===== src/rtl/fstat_calc_if.sv =====
// Handshake bundle for the window-statistics normaliser.
// The consumer drives start/fsum/f2sum; the results come back on the same bundle.
interface fstat_calc_if #(
    parameter int NPIX_LOG2 = 8,
    parameter int FS_W      = 11,
    parameter int F2_W      = 14
);
    localparam int VAR_W  = 2 * FS_W;
    localparam int MEAN_W = FS_W - NPIX_LOG2;

    logic              start_i;
    logic [FS_W-1:0]   fsum_i;
    logic [F2_W-1:0]   f2sum_i;
    logic              busy_o;
    logic              done_o;
    logic [MEAN_W-1:0] mean_o;
    logic [VAR_W-1:0]  var_o;
    logic [FS_W-1:0]   stddev_o;
    logic              err_o;
    logic              drop_o;

    modport master (
        output start_i, fsum_i, f2sum_i,
        input  busy_o, done_o, mean_o, var_o, stddev_o, err_o, drop_o
    );

    modport slave (
        input  start_i, fsum_i, f2sum_i,
        output busy_o, done_o, mean_o, var_o, stddev_o, err_o, drop_o
    );
endinterface


===== src/rtl/fstat_calc.sv =====
// Window mean / scaled variance / stddev via shift-add square and restoring sqrt.
// Optional: define FSTAT_MEAN_ROUND_EN for rounded (saturating) mean.
module fstat_calc #(
    parameter int NPIX_LOG2 = 8,
    parameter int FS_W      = 11,
    parameter int F2_W      = 14
) (
    input  logic         clk,
    input  logic         rst,
    fstat_calc_if.slave  bus
);
    localparam int VAR_W  = 2 * FS_W;
    localparam int MEAN_W = FS_W - NPIX_LOG2;
    localparam int CNT_W  = $clog2(FS_W + 1);
    localparam int REM_W  = FS_W + 3;

    typedef enum logic [2:0] {
        S_IDLE,
        S_SQUARE,
        S_SUB,
        S_SQRT,
        S_DONE
    } state_t;

    state_t            state_q, state_d;
    logic [CNT_W-1:0]  cnt_q, cnt_d;
    logic [FS_W-1:0]   fs_q, fs_d;
    logic [F2_W-1:0]   f2_q, f2_d;
    logic [VAR_W-1:0]  mcand_q, mcand_d;
    logic [FS_W-1:0]   mplier_q, mplier_d;
    logic [VAR_W-1:0]  prod_q, prod_d;
    logic [VAR_W-1:0]  vint_q, vint_d;
    logic              eint_q, eint_d;
    logic [VAR_W-1:0]  rad_q, rad_d;
    logic [REM_W-1:0]  rem_q, rem_d;
    logic [FS_W-1:0]   root_q, root_d;
    logic              done_q, done_d;
    logic              drop_q, drop_d;
    logic [MEAN_W-1:0] mean_q, mean_d;
    logic [VAR_W-1:0]  var_q, var_d;
    logic [FS_W-1:0]   sd_q, sd_d;
    logic              err_q, err_d;

    logic [VAR_W:0]    f2_scaled;
    logic [VAR_W:0]    diff;
    logic [REM_W-1:0]  rem_sh;
    logic [REM_W-1:0]  trial;
    logic              ge;
    logic [MEAN_W-1:0] mean_calc;

    // Both operands are below 2^VAR_W, so the extra MSB acts as the sign.
    assign f2_scaled = (VAR_W + 1)'(f2_q) << NPIX_LOG2;
    assign diff      = f2_scaled - {1'b0, prod_q};

    assign rem_sh = {rem_q[REM_W-3:0], rad_q[VAR_W-1 -: 2]};
    assign trial  = {1'b0, root_q, 2'b01};
    assign ge     = rem_sh >= trial;

`ifdef FSTAT_MEAN_ROUND_EN
    logic [FS_W:0]     mean_sum;
    logic [MEAN_W:0]   mean_wide;
    assign mean_sum  = {1'b0, fs_q} + (FS_W + 1)'(1 << (NPIX_LOG2 - 1));
    assign mean_wide = mean_sum[FS_W:NPIX_LOG2];
    assign mean_calc = mean_wide[MEAN_W] ? '1 : mean_wide[MEAN_W-1:0];
`else
    assign mean_calc = fs_q[FS_W-1:NPIX_LOG2];
`endif

    always_comb begin
        state_d  = state_q;
        cnt_d    = cnt_q;
        fs_d     = fs_q;
        f2_d     = f2_q;
        mcand_d  = mcand_q;
        mplier_d = mplier_q;
        prod_d   = prod_q;
        vint_d   = vint_q;
        eint_d   = eint_q;
        rad_d    = rad_q;
        rem_d    = rem_q;
        root_d   = root_q;
        done_d   = 1'b0;
        drop_d   = bus.start_i && (state_q != S_IDLE);
        mean_d   = mean_q;
        var_d    = var_q;
        sd_d     = sd_q;
        err_d    = err_q;

        unique case (state_q)
            S_IDLE: begin
                if (bus.start_i) begin
                    fs_d     = bus.fsum_i;
                    f2_d     = bus.f2sum_i;
                    mcand_d  = VAR_W'(bus.fsum_i);
                    mplier_d = bus.fsum_i;
                    prod_d   = '0;
                    cnt_d    = '0;
                    state_d  = S_SQUARE;
                end
            end
            S_SQUARE: begin
                if (mplier_q[0]) begin
                    prod_d = prod_q + mcand_q;
                end
                mcand_d  = mcand_q << 1;
                mplier_d = mplier_q >> 1;
                cnt_d    = cnt_q + 1'b1;
                if (cnt_q == CNT_W'(FS_W - 1)) begin
                    state_d = S_SUB;
                end
            end
            S_SUB: begin
                vint_d  = diff[VAR_W] ? '0 : diff[VAR_W-1:0];
                eint_d  = diff[VAR_W];
                rad_d   = diff[VAR_W] ? '0 : diff[VAR_W-1:0];
                rem_d   = '0;
                root_d  = '0;
                cnt_d   = '0;
                state_d = S_SQRT;
            end
            S_SQRT: begin
                rem_d  = ge ? rem_sh - trial : rem_sh;
                root_d = {root_q[FS_W-2:0], ge};
                rad_d  = rad_q << 2;
                cnt_d  = cnt_q + 1'b1;
                if (cnt_q == CNT_W'(FS_W - 1)) begin
                    state_d = S_DONE;
                end
            end
            S_DONE: begin
                done_d  = 1'b1;
                mean_d  = mean_calc;
                var_d   = vint_q;
                sd_d    = root_q;
                err_d   = eint_q;
                state_d = S_IDLE;
            end
            default: state_d = S_IDLE;
        endcase
    end

    always_ff @(posedge clk) begin
        if (rst) begin
            state_q  <= S_IDLE;
            cnt_q    <= '0;
            fs_q     <= '0;
            f2_q     <= '0;
            mcand_q  <= '0;
            mplier_q <= '0;
            prod_q   <= '0;
            vint_q   <= '0;
            eint_q   <= 1'b0;
            rad_q    <= '0;
            rem_q    <= '0;
            root_q   <= '0;
            done_q   <= 1'b0;
            drop_q   <= 1'b0;
            mean_q   <= '0;
            var_q    <= '0;
            sd_q     <= '0;
            err_q    <= 1'b0;
        end else begin
            state_q  <= state_d;
            cnt_q    <= cnt_d;
            fs_q     <= fs_d;
            f2_q     <= f2_d;
            mcand_q  <= mcand_d;
            mplier_q <= mplier_d;
            prod_q   <= prod_d;
            vint_q   <= vint_d;
            eint_q   <= eint_d;
            rad_q    <= rad_d;
            rem_q    <= rem_d;
            root_q   <= root_d;
            done_q   <= done_d;
            drop_q   <= drop_d;
            mean_q   <= mean_d;
            var_q    <= var_d;
            sd_q     <= sd_d;
            err_q    <= err_d;
        end
    end

    assign bus.busy_o   = (state_q != S_IDLE);
    assign bus.done_o   = done_q;
    assign bus.drop_o   = drop_q;
    assign bus.mean_o   = mean_q;
    assign bus.var_o    = var_q;
    assign bus.stddev_o = sd_q;
    assign bus.err_o    = err_q;
endmodule

===== src/flat_wrapper.sv =====
// flat-port wrapper written by rule: the top's interface ports become plain ports
module fstat_calc_flat 
#(
    parameter int NPIX_LOG2 = 8,
    parameter int FS_W      = 11,
    parameter int F2_W      = 14
)
  (clk, rst, bus_start_i, bus_fsum_i, bus_f2sum_i, bus_busy_o, bus_done_o, bus_mean_o, bus_var_o, bus_stddev_o, bus_err_o, bus_drop_o);
  fstat_calc_if #(.NPIX_LOG2(NPIX_LOG2), .FS_W(FS_W), .F2_W(F2_W)) bus_i ();
  input  logic clk;
  input  logic rst;
  input wire logic [$bits(bus_i.start_i)-1:0] bus_start_i;
  input wire logic [$bits(bus_i.fsum_i)-1:0] bus_fsum_i;
  input wire logic [$bits(bus_i.f2sum_i)-1:0] bus_f2sum_i;
  output wire logic [$bits(bus_i.busy_o)-1:0] bus_busy_o;
  output wire logic [$bits(bus_i.done_o)-1:0] bus_done_o;
  output wire logic [$bits(bus_i.mean_o)-1:0] bus_mean_o;
  output wire logic [$bits(bus_i.var_o)-1:0] bus_var_o;
  output wire logic [$bits(bus_i.stddev_o)-1:0] bus_stddev_o;
  output wire logic [$bits(bus_i.err_o)-1:0] bus_err_o;
  output wire logic [$bits(bus_i.drop_o)-1:0] bus_drop_o;
  assign bus_i.start_i = bus_start_i;
  assign bus_i.fsum_i = bus_fsum_i;
  assign bus_i.f2sum_i = bus_f2sum_i;
  assign bus_busy_o = bus_i.busy_o;
  assign bus_done_o = bus_i.done_o;
  assign bus_mean_o = bus_i.mean_o;
  assign bus_var_o = bus_i.var_o;
  assign bus_stddev_o = bus_i.stddev_o;
  assign bus_err_o = bus_i.err_o;
  assign bus_drop_o = bus_i.drop_o;
  fstat_calc #(.NPIX_LOG2(NPIX_LOG2), .FS_W(FS_W), .F2_W(F2_W)) u_core (.clk(clk), .rst(rst), .bus(bus_i));
endmodule

===== config.mk =====
export PLATFORM = sky130hd
export DESIGN_NAME = fstat_calc_flat
export DESIGN_NICKNAME = d
export VERILOG_FILES = /design/src/rtl/fstat_calc_if.sv /design/src/rtl/fstat_calc.sv /design/src/flat_wrapper.sv
export SDC_FILE = /design/constraint.sdc
export NUM_CORES = 1
export LEC_CHECK = 0
export ABC_AREA = 0
export CORE_UTILIZATION = 54
export CTS_BUF_LIST = sky130_fd_sc_hd__clkbuf_16
export DETAILED_ROUTE_END_ITERATION = 7
export HOLD_SLACK_MARGIN = 0.12
export PLACE_DENSITY = 0.82
export SLEW_MARGIN = 20
export SYNTH_ARGS = -nofsm -noshare
export SYNTH_HDL_FRONTEND = slang
export SYNTH_SLANG_ARGS = --single-unit

===== constraint.sdc =====
create_clock -name clk -period 4 [get_ports clk]
set_clock_uncertainty 0.05 [all_clocks]
set_input_delay 0.6 -clock clk [delete_from_list [all_inputs] [get_ports clk]]
set_output_delay 0.6 -clock clk [all_outputs]
set_load 0.03 [all_outputs]

==> results_dict.tcl, run 1 <==
set metrics [dict create \
    status "complete, no violations" \
    slew-limit-headroom 0.322 \
    slowest_delay_ps 740 \
    reg2reg_slack_ps 960 \
    route.vias.total 7905 \
    clk_latency_ps 430 \
    grt_pass1_vias 7226 \
    synth.area.top_cells "dfxtp_1 41%, nand2_1 10%, a21oi_1 7.0%, ha_1 7.0%, nor2_1 3.3%" \
    nets 1248 \
    synth_area_sq_um 9180 \
    synth_common_cells "253 x nand2_1, 186 x dfxtp_1, 129 x a21oi_1, 81 x nor2_1, 55 x o21ai_0" \
    drcViolationCount 0 \
    clk_path_buf_depth 2 \
    synth_edf_count 0 \
    grt_max_degree 101 \
    cp_data_arrival_time_ps 3280 \
    io_pins 68 \
    dieArea_sq_um 17500 \
    synth_area_leader_cell "dfxtp_1" \
    rsz0062_at_grt "false" \
    r2r-start "u_core.root_q[0]" \
    crit_slowest_cell "o21ai_2" \
    root_buffer "clkbuf_16" \
    max_freq_ghz 0.329 \
    placed_area_sq_um 9830 \
    first_pass_iters 6 \
    design_area_sq_um 10400 \
    wire_per_inst_microns 14.8 \
    cp.required_ps 4230 \
    fill_cells 1448 \
    pre_cts_slack_ps 1010 \
    min-delay-start "rst" \
    port_buffers 67 \
    critical_path.top_delay_family "compound AO/OA/AOI/OAI gates" \
    p_leak_nw 3.99 \
    die_w_microns 132 \
    seq_area_frac_synth 0.406 \
    hold_viol_final 0 \
    hold_path_depth 2 \
    holdBufCountCts 0 \
    finalSetupViolCount 0 \
    fp.dieH_microns 132 \
    rr_endpoint "u_core.rem_q[11]" \
    grt_pass1_wl_mm 34.8 \
    track_usage 0.242 \
    placementRows 47 \
    cts_tree "yes" \
    power.net_switching_mw 1.04 \
    p_per_area_nw_per_um2 387 \
    htree_levels 4 \
    hold_class "primary input to register" \
    cts_buffers 17 \
    path_cells "inv_1, ha_1, nor2b_1, o21ai_1, a21oi_1, nor4_1, nor2_1, o21ai_2, mux2i_1, o21ai_0" \
    viasPerCell 5.64 \
    final_max_slew_viol_count 0 \
    crit_path_start_kind "register" \
    synth_most_common_cell "nand2_1" \
    clock-sinks 186 \
    synth_top_area_frac 0.406 \
    worst_slack_ps 958 \
    yosysWarnings 0 \
    drt_iter0_markers 709 \
    wl_mm 20.7 \
    cts_setup_buffers 0 \
    min_period_over_period 0.761 \
    clkSlewWorstSetupHoldPaths_ps 70 \
    endpoint_kind "register" \
    syn_nets 1218 \
    clock_power_share 0.421 \
    peakVddDrop_mv 0.305 \
    maxCapViolCount 0 \
    synth_top_flop_cell "dfxtp_1" \
    start_util 0.553 \
    ys_ff_latch 186 \
    power_mw 4.03 \
    core_area_sq_um 16600 \
    hold_ws_ps 401 \
    num_antenna_cells 0 \
    fin_tns_setup_ps 0 \
    path_buf_inv 1 \
    grt-ovfl-total 0 \
    holdPathEnd "u_core.rad_q[1]" \
    drive_gt1_frac 0.0533 \
    antenna_found_initial 0 \
    syn_to_final_growth_pct 13.5 \
    synth_cell_types 73 \
    synthArstFlopShare 0 \
    dpl.hpwl_mm 14.6 \
    tightest_slew_ps 1020 \
    reg2regPathDepth 10 \
    gp_routability_congestion 0.942 \
    cp_max_fo 15 \
    power_frac_comb 0.102 \
    worstSetupPathType "register to register" \
    p_sw_frac 0.257 \
    drtAntennaViolNets 0 \
    final.min_clock_period_ps 3040 \
    cts_resized 0 \
    syn_area_per_cell_sq_um 8.07 \
    internal-power_mw 3.00 \
    seqPwrFrac 0.476 \
    postSynthCellCount 1138 \
]
worst max path at each step:
stage / startpoint / end / slack [ps] / cells past startpoint
finish: u_core.root_q[0] / u_core.rem_q[11] / 960 / 10
global route: u_core.prod_q[0] / u_core.prod_q[20] / 710 / 11
CTS: u_core.prod_q[8] / u_core.rad_q[14] / 1000 / 10
detailed placement: u_core.prod_q[8] / u_core.rad_q[14] / 1010 / 10
global placement: u_core.prod_q[8] / u_core.rad_q[16] / 1150 / 10
floorplan: u_core.prod_q[0] / u_core.prod_q[20] / 1500 / 11
power groups by stage:
stage	clock network [mW]	logic, mW	registers, mW
floorplan	0	0.317	1.95
global placement	0	0.403	1.96
detailed placement	0	0.411	1.96
CTS	1.72	0.413	1.92
global route	1.80	0.459	1.92
finish	1.70	0.414	1.92
state kept, by name (all words and copies together) (netlist names):
signal,flops
u_core.prod_q,22
u_core.root_q,11
u_core.rad_q,22
u_core.rem_q,12
u_core.vint_q,22
u_core.state_q,3
u_core.fs_q,3
u_core.bus.stddev_o,11
u_core.mcand_q,22
u_core.cnt_q,4
u_core.eint_q,1
u_core.bus.done_o,1
u_core.bus.var_o,22
u_core.mplier_q,11
u_core.bus.drop_o,1
u_core.f2_q,14
u_core.bus.err_o,1
u_core.bus.mean_o,3
cells by family after synthesis:
| kind of cell | synth area share |
|---|---|
| XOR/XNOR | 0.0410 |
| AO/OA/AOI/OAI | 0.224 |
| adder cells (fa/ha/maj) | 0.0717 |
| flip-flops | 0.406 |
| multiplexers | 0.0132 |
| buffers and inverters | 0.0575 |
| AND/OR/NAND/NOR | 0.187 |
cell type report:
type	count	area (sq um)	area share
clock buffers	17	425	0.0408
clock inverters	15	164	0.0157
inverters	46	173	0.0166
multi-input cells	842	4930	0.473
flip-flops and latches	186	3720	0.357
well taps	220	275	0.0264
repair buffers	75	728	0.0699
layout by cell type (no fill, tap or decap), drive strengths merged, types with 6 or more instances in the layout:
cell type / synthesis / layout
a211oi: 15 / 15
a21o: 21 / 21
a21oi: 130 / 130
a22oi: 19 / 19
a311oi: 17 / 17
a31oi: 12 / 12
and2: 8 / 8
buf: 9 / 9
clkbuf: 52 / 17
clkdlybuf4s50: 0 / 66
dfxtp: 186 / 186
ha: 51 / 51
inv: 46 / 55
mux2i: 11 / 11
nand2: 254 / 254
nand3: 22 / 22
nor2: 81 / 81
nor3: 6 / 6
o21a: 12 / 12
o21ai: 59 / 59
o31ai: 6 / 6
xnor2: 30 / 30
xor2: 13 / 13
routing by layer:
| layer | up-vias | GRT usage | part of all wire |
|---|---|---|---|
| li1 | 4008 | - | - |
| met4 | 0 | 0.0709 | 0.017 |
| met5 | - | 0 | 0 |
| met1 | 3661 | 0.328 | 0.47 |
| met2 | 209 | 0.391 | 0.46 |
| met3 | 27 | 0.0450 | 0.046 |
through the flow:
| stage | utilization | instances |
|---|---|---|
| 2_1_floorplan | - | 1138 |
| 3_3_place_gp | 0.593 | 1369 |
| 3_5_place_dp | 0.593 | 1369 |
| 4_1_cts | 0.628 | 1401 |
| 5_1_grt | 0.628 | 1401 |
| 6_report | 0.628 | 1401 |
No activity file was read; power rests on OpenSTA's default activity.
==> run 2: changes to the inputs <==
--- a/config.mk
+++ b/config.mk
@@ -6,11 +6,11 @@
 export NUM_CORES = 1
 export LEC_CHECK = 0
 export ABC_AREA = 0
-export CORE_UTILIZATION = 54
+export CORE_UTILIZATION = 53
 export CTS_BUF_LIST = sky130_fd_sc_hd__clkbuf_16
 export DETAILED_ROUTE_END_ITERATION = 7
 export HOLD_SLACK_MARGIN = 0.12
-export PLACE_DENSITY = 0.82
+export PLACE_DENSITY = 0.84
 export SLEW_MARGIN = 20
 export SYNTH_ARGS = -nofsm -noshare
 export SYNTH_HDL_FRONTEND = slang
==> constraint.sdc (replaced) <==
create_clock -name clk -period 2.6 [get_ports clk]
set_clock_uncertainty 0.05 [all_clocks]
set_input_delay 0.39 -clock clk [delete_from_list [all_inputs] [get_ports clk]]
set_output_delay 0.39 -clock clk [all_outputs]
set_load 0.03 [all_outputs]
==> results_dict.tcl, run 2 (synthesized netlist as in run 1, its figures left out) <==
set metrics [dict create \
    status "complete, no violations" \
    fp.dieH_microns 134 \
    crit_path_start_kind "register" \
    placed_area_sq_um 10100 \
    clock-sinks 186 \
    clkSlewWorstSetupHoldPaths_ps 70 \
    wl_mm 21.9 \
    first_pass_iters 6 \
    drtAntennaViolNets 0 \
    cp.required_ps 2840 \
    final.min_clock_period_ps 2510 \
    cp_data_arrival_time_ps 2750 \
    nets 1283 \
    antenna_found_initial 0 \
    worstSetupPathType "register to register" \
    power_mw 6.24 \
    design_area_sq_um 10800 \
    io_pins 68 \
    mostFrequentLayoutCells "252 x nand2_1, 180 x dfxtp_1, 129 x a21oi_1" \
    cts_setup_buffers 0 \
    fin_tns_setup_ps 0 \
    drive_gt1_frac 0.0922 \
    htree_levels 4 \
    cts_buffers 17 \
    instances_no_fill 1435 \
    peakVddDrop_mv 0.506 \
    cp_max_fo 4 \
    grt-ovfl-total 0 \
    placementRows 47 \
    hold_ws_ps 404 \
    root_buffer "clkbuf_16" \
    clk_latency_ps 430 \
    viasPerCell 5.71 \
    num_antenna_cells 0 \
    slew-limit-headroom 0.515 \
    port_buffers 67 \
    layout_commonest_cell "nand2_1" \
    track_usage 0.253 \
    dieArea_sq_um 17800 \
    maxCapViolCount 0 \
    syn_to_final_growth_pct 17.6 \
    wire_per_inst_microns 15.2 \
    holdBufCountCts 0 \
    hold_class "register to register" \
    p_leak_nw 4.16 \
    grt_max_degree 68 \
    route.vias.total 8193 \
    grt_pass1_vias 7817 \
    min_period_over_period 0.967 \
    gp_routability_congestion 0.959 \
    clk_path_buf_depth 2 \
    grt_pass1_wl_mm 36.8 \
    final_max_slew_viol_count 0 \
    hold_viol_final 0 \
    drt_iter0_markers 730 \
    drcViolationCount 0 \
    start_util 0.548 \
    max_freq_ghz 0.398 \
    cts_tree "yes" \
    p_per_area_nw_per_um2 578 \
    dpl.hpwl_mm 15.4 \
    die_w_microns 134 \
    tightest_slew_ps 726 \
    finalSetupViolCount 0 \
    dp_cells 1404 \
    endpoint_kind "register" \
    core_area_sq_um 16800 \
]
==> run 2: cell count changes in the layout (fill, tap and decap cells not counted), moves of 3 or more <==
cell / delta
buf_4: +31
buf_6: +3
clkinvlp_4: +4
dfxtp_1: -6
dfxtp_2: +6
inv_6: -6
o21ai_0: -6
o21ai_1: +5
==> run 2: final timing paths <==
| path | from | endpoint | slack, ps | depth (start not counted) |
|---|---|---|---|---|
| max | u_core.prod_q[9] | u_core.rad_q[20] | 90 | 10 |
| min | u_core.vint_q[6] | u_core.bus.var_o[6] | 400 | 2 |
| max reg2reg | u_core.prod_q[9] | u_core.rad_q[20] | 90 | 10 |
| min reg2reg | u_core.vint_q[6] | u_core.bus.var_o[6] | 400 | 2 |
==> run 2: layer usage <==
layer | track usage | part of all wire | vias up
li1 | - | - | 4071
met5 | 0 | 0 | -
met3 | 0.0430 | 0.048 | 47
met1 | 0.334 | 0.46 | 3820
met2 | 0.405 | 0.46 | 255
met4 | 0.110 | 0.029 | 0
==> run 2: critical path: stages, from the launching register on <==
cell      delay [ps]
dfxtp_2          340
inv_1             70
ha_4             260
a21oi_1          140
and2b_2          280
a21o_2           200
a21oi_1          220
o211ai_1         140
a31oi_1          230
xor2_1           300
o22ai_1          140
==> run 2: per-stage QoR <==
| stage | setup WS [ps] | util |
|---|---|---|
| floorplan | 99.4 | - |
| global placement | 77.7 | 0.603 |
| detailed placement | -10.3 | 0.603 |
| CTS | 3.79 | 0.638 |
| global route | -20.3 | 0.644 |
| finish | 86.7 | 0.644 |
==> run 2: layout make-up <==
class                      instances  area, sq um
fill                            1420         5960
multi-input combinational        842         5020
sequential                       186         3730
timing repair buffer             110         1010
clock buffer                      17          425
tap                              220          275
inverter                          46          173
clock inverter                    14          158
==> run 2: what timing repair did <==
item	4_1_cts	5_1_grt
setup endpoints to repair	4	67
pin swaps	0	6
resized for setup	2	32
==> run 2: report_power, final <==
group          leakage (nW)  switching (mW)  internal [mW]
clock network         0.273            1.10           1.49
registers              1.51          0.0504           2.91
logic                  2.38           0.395          0.300
